## src/rtl/b16_to_bcd_pkg.sv

```systemverilog
// Shared widths and types for the 16-bit binary to 5-digit BCD converter.
package b16_to_bcd_pkg;

  localparam int BIN_WIDTH   = 16;
  localparam int NUM_DIGITS  = 5;
  localparam int DIGIT_WIDTH = 4;
  localparam int BCD_WIDTH   = NUM_DIGITS * DIGIT_WIDTH;

  typedef logic [DIGIT_WIDTH-1:0] bcd_digit_t;

  // Threshold at which a nibble is corrected before the next doubling.
  localparam bcd_digit_t ADD3_THRESHOLD = 4'd5;
  localparam bcd_digit_t ADD3_OFFSET    = 4'd3;

endpackage

```

## src/rtl/bcd_add3.sv

```systemverilog
// Double-dabble correction cell: a nibble of 5 or more gets +3 so that the
// following left shift carries correctly into the next decimal digit.
module bcd_add3
  import b16_to_bcd_pkg::*;
(
  input  logic [DIGIT_WIDTH-1:0] value,
  output logic [DIGIT_WIDTH-1:0] adjusted
);

  // Conditional +3; inputs above 9 never occur inside the network.
  always_comb begin
    adjusted = value;
    if (value >= ADD3_THRESHOLD) begin
      adjusted = value + ADD3_OFFSET;
    end
  end

endmodule

```

## src/rtl/b16_to_bcd.sv

```systemverilog
// Registered 16-bit unsigned binary to five BCD digits (D5 = ten-thousands,
// D1 = units). Combinational double-dabble network, enable mux that blanks
// the display to zeros, and a single output register stage.
module b16_to_bcd
  import b16_to_bcd_pkg::*;
(
  input  logic                   clk,
  input  logic                   rst,
  input  logic [BIN_WIDTH-1:0]   to_display,
  input  logic                   enable,
  output logic [DIGIT_WIDTH-1:0] D5,
  output logic [DIGIT_WIDTH-1:0] D4,
  output logic [DIGIT_WIDTH-1:0] D3,
  output logic [DIGIT_WIDTH-1:0] D2,
  output logic [DIGIT_WIDTH-1:0] D1
);

  logic [BCD_WIDTH-1:0] converted;
  logic [BCD_WIDTH-1:0] digits_next;
  logic [BCD_WIDTH-1:0] digits_q;

  // The top bit of the adjusted scratch is shifted out every stage; with a
  // 16-bit input it is provably zero, so it is collected here and dropped.
  logic [BIN_WIDTH-1:0] unused_msb;

  // One stage per input bit, MSB first: correct every nibble, then shift the
  // next binary bit in at the bottom.
  for (genvar s = 0; s < BIN_WIDTH; s++) begin : g_stage
    logic [BCD_WIDTH-1:0] prev_bcd;
    logic [BCD_WIDTH-1:0] adj_bcd;
    logic [BCD_WIDTH-1:0] next_bcd;

    if (s == 0) begin : g_first
      assign prev_bcd = '0;
    end else begin : g_chain
      assign prev_bcd = g_stage[s-1].next_bcd;
    end

    for (genvar d = 0; d < NUM_DIGITS; d++) begin : g_digit
      bcd_add3 u_add3 (
        .value    (prev_bcd[d*DIGIT_WIDTH +: DIGIT_WIDTH]),
        .adjusted (adj_bcd[d*DIGIT_WIDTH +: DIGIT_WIDTH])
      );
    end

    assign next_bcd      = {adj_bcd[BCD_WIDTH-2:0], to_display[BIN_WIDTH-1-s]};
    assign unused_msb[s] = adj_bcd[BCD_WIDTH-1];
  end

  assign converted = g_stage[BIN_WIDTH-1].next_bcd;

  // Blank selection; a known-low enable masks any unknown on to_display.
  always_comb begin
    digits_next = '0;
    if (enable) begin
      digits_next = converted;
    end
  end

  // Output register with asynchronous clear.
  always_ff @(posedge clk or posedge rst) begin
    if (rst) begin
      digits_q <= '0;
    end else begin
      digits_q <= digits_next;
    end
  end

  assign D5 = digits_q[4*DIGIT_WIDTH +: DIGIT_WIDTH];
  assign D4 = digits_q[3*DIGIT_WIDTH +: DIGIT_WIDTH];
  assign D3 = digits_q[2*DIGIT_WIDTH +: DIGIT_WIDTH];
  assign D2 = digits_q[1*DIGIT_WIDTH +: DIGIT_WIDTH];
  assign D1 = digits_q[0*DIGIT_WIDTH +: DIGIT_WIDTH];

endmodule

```

## config.mk

```make
export PLATFORM = sky130hd
export DESIGN_NAME = b16_to_bcd
export DESIGN_NICKNAME = d
export VERILOG_FILES = /design/src/rtl/b16_to_bcd_pkg.sv /design/src/rtl/bcd_add3.sv /design/src/rtl/b16_to_bcd.sv
export SDC_FILE = /design/constraint.sdc
export NUM_CORES = 1
export LEC_CHECK = 0
export CORE_MARGIN = 2
export CORE_UTILIZATION = 46
export DETAILED_ROUTE_END_ITERATION = 7
export MAX_ROUTING_LAYER = met4
export SLEW_MARGIN = 20
export SYNTH_ARGS = -nofsm -noshare
export SYNTH_HDL_FRONTEND = slang
export SYNTH_SLANG_ARGS = --single-unit
```

## constraint.sdc

```tcl
create_clock -name clk -period 0.8 [get_ports clk]
set_clock_uncertainty 0.1 [all_clocks]
set_input_delay 0.12 -clock clk [delete_from_list [all_inputs] [get_ports clk]]
set_output_delay 0.12 -clock clk [all_outputs]
set_load 0.03 [all_outputs]
```

==> results.txt <==
----------------------------------------------------
[Global route]
  Initial antenna violation count ... 2
  Aggregate global routing overflow ... 0
  Via count of the first global-routing pass ... 8449
  Maximum number of pins on one net before global-route repair ... 23
  Wire length of the first global-routing pass ... 39600 µm
  GR Util All Layers ... 0.365

[Layout]
  Number of inserted filler cells in the final layout ... 499
  Total number of nets in the final design ... 1257
  Area overhead of the layout relative to synthesis ... 89.1%
  Leading registers by flop count ... digits_q x20
  Non-Filler Instances ... 1373
  Final Instance Area ... 10900 µm²
  Largest register by flop count ... digits_q
  Layout cells sized above 1 ... 0.586
  Number of flip-flops under the largest register name ... 20

[Setup path]
  Critical Path AT ... 10590 ps
  Delay of the slowest cell on the worst path ... 710 ps
  Most prevalent standard cell on the critical path ... sky130_fd_sc_hd__buf_4
  Cell type group with the largest total delay on the critical path ... compound AO/OA/AOI/OAI gates
  Critical path class ... input pin to register
  Crit path capture type ... register
  Worst Path Required ... 840 ps
  Startpoint types ... input pin
  Largest fanout on the critical path ... 5
  WP buf/inv ... 12
  Worst-path cell with the longest stage delay ... sky130_fd_sc_hd__o21ai_0

[Clock network]
  Clock tree from TritonCTS ... done
  H-Tree Depth ... 1
  Clock-pin slew of the registers on the worst-case setup and hold paths ... 70 ps
  Cell at the root of the clock tree ... sky130_fd_sc_hd__clkbuf_16
  Max clock buf depth ... 2
  Num CTS Buffers ... 3
  Number of sinks on the clock net ... 20

[Status]
  Violated checks ... DRC, setup timing
  Status ... complete, but fails checks

[STA]
  Relative slew slack ... 0.390
  Setup Total Neg Slack ... -170030 ps
  Final setup viols ... 39
  Hold Slack ... 90.1 ps
  Worst path setup slack after routing ... -9750 ps
  Maximum clock rate ... 94.8 MHz
  Share of the clock period used by the worst path after layout ... 13.2
  Number of pins exceeding their max-slew limit in the final report ... 0
  RSZ-0062 raised after global routing ... yes
  Worst Tran Pin Value ... 905 ps
  Post-layout minimum cycle time ... 10550 ps
  Final-report hold violation count ... 0

[Logic synthesis]
  Adder-cell area share of the yosys netlist ... 0.0719
  Number of instances in the synthesized netlist ... 782
  Ranking of synthesized cells by area ... sky130_fd_sc_hd__dfrtp_1, sky130_fd_sc_hd__ha_1, sky130_fd_sc_hd__nor2_1
  Most used standard cell by instance count after synthesis ... sky130_fd_sc_hd__nor2_1
  Area fraction of the dominant cell type after synthesis ... 0.0871
  Total number of yosys warnings ... 0
  Synth Area in Compound Gates ... 0.428
  Syn avg cell area ... 7.35 µm²
  Proportion of synthesized flip-flops having asynchronous set or reset ... 1.00
  Dominant combinational cell family by area after synthesis ... compound AO/OA/AOI/OAI gates
  Primary FF master, synth ... sky130_fd_sc_hd__dfrtp_1
  Area fraction in and, or, nand and nor cells after synthesis ... 0.257
  Yosys top cell by area ... sky130_fd_sc_hd__dfrtp_1
  Top post-synthesis cells by count ... sky130_fd_sc_hd__nor2_1, sky130_fd_sc_hd__nand2_1, sky130_fd_sc_hd__a21oi_1, sky130_fd_sc_hd__o21ai_0, sky130_fd_sc_hd__inv_1
  Nets in the synthesized netlist ... 834
  Number of distinct library cell variants in the gate-level netlist after synthesis ... 112
  Area of the mapped netlist ... 5740 µm²
  Sequential cell area fraction in the yosys report ... 0.0871
  Count of flip-flops with a built-in enable after synthesis ... 0
  Number of flip-flops and latches in the synthesized netlist ... 20
  XOR/XNOR Fraction of Synth Area ... 0.0368
  Mux contribution to synthesized area ... 0.0566

[Floorplan]
  Horizontal die dimension ... 116 µm
  Core area ... 12100 µm²
  Starting utilization of the core area ... 0.474
  Top-Level Pins ... 39
  Vertical die dimension ... 116 µm
  Floorplan row count ... 40
  Area of the die ... 13400 µm²

[Run]
  Max-Cap Viols ... 0

[Placement]
  DP Wirelength ... 15200 µm
  Post-Place Cells ... 1275
  Cell area after placement ... 9080 µm²
  Routability Congestion ... 0.908
  Count of input and output buffers ... 38

[Route]
  Routed len/inst ... 25.9 µm
  Via count ... 9719
  Number of remaining DRC errors ... 1
  Drt first pass iters ... 8
  Count of routing violations after the opening detailed-route iteration ... 1604
  Ratio of routed vias to standard cells ... 7.08
  Wirelength, routed ... 35500 µm
  Number of nets with antenna violations after detailed routing ... 0

[Worst hold path]
  Path type of the worst min-delay path ... input pin to asynchronous set/reset pin

----------------------------------------------------
==> through the flow <==
| stage | setup slack, ps | util |
|---|---|---|
| final | -9750 | 0.897 |
| after global routing | -10500 | 0.897 |
| after CTS | -8000 | 0.838 |
| after detailed placement | -9040 | 0.750 |
| after global placement | -8530 | 0.750 |
| after floorplan | -8550 | - |
==> area by class of cell <==
class                      instances  area, µm²  area share
timing repair buffer             457       3700       0.341
inverter                          49        194      0.0179
sequential                        20        500      0.0461
clock buffer                       3       75.1     0.00691
multi-input combinational        674       6170       0.568
tap                              168        210      0.0193
antenna                            2       5.00    0.000461
==> tightest hold or removal path: stages <==
cell,delay [ps]
sky130_fd_sc_hd__clkdlybuf4s50_1,420
sky130_fd_sc_hd__inv_1,110
sky130_fd_sc_hd__buf_12,180
==> per-layer routing <==
layer / vias up / GRT usage / part of all wire
met5: - / - / 0
li1: 3872 / - / -
met2: 954 / 0.656 / 0.43
met1: 4475 / 0.417 / 0.34
met4: 0 / 0.135 / 0.10
met3: 418 / 0.0408 / 0.13
==> worst max path at each step <==
stage	from	to	slack, ps	cells past startpoint
floorplan	to_display[14]	digits_q[9]	-8550	60
global placement	to_display[14]	digits_q[10]	-8530	60
detailed placement	to_display[14]	digits_q[10]	-9040	55
CTS	to_display[14]	digits_q[6]	-8000	62
global route	to_display[14]	digits_q[14]	-10500	50
finish	to_display[14]	digits_q[14]	-9750	50
==> kinds of logic after synthesis <==
logic type,after synthesis
xor gates and xnor gates,19
adders and majority gates,33
AOI/OAI and AO/OA,309
DFF,20
buffers and inverters,88
and+or+nand+nor,284
muxes,29
==> cells in the final DEF, fill, tap and decap left out, drive strengths merged, types with 9 or more instances in the layout <==
cell	count
buf	441
nor2	85
o21ai	58
nand2	57
a21oi	57
inv	47
ha	33
nor3	30
a211oi	21
dfrtp	20
nand3	20
mux2i	20
xnor2	17
o22ai	14
clkdlybuf4s50	13
a31oi	13
nor4	11
a2111oi	11
o211ai	10
o21a	10
nand2b	10
or2	10
and3	9
o21bai	9
nor2b	9
and2	9
mux2	9
o32ai	9
==> timing repair <==
item                       in CTS  in global routing
setup buffers                  56                 40
gates cloned                    2                  0
pin swaps                      98                 83
setup endpoints to repair      40                 39
resized for setup             137                100
hold buffers                    0                  0
hold endpoints to repair        0                  0
Power is not shown: default switching activity piles up to over one toggle a cycle in this logic, so the estimate is an artifact.
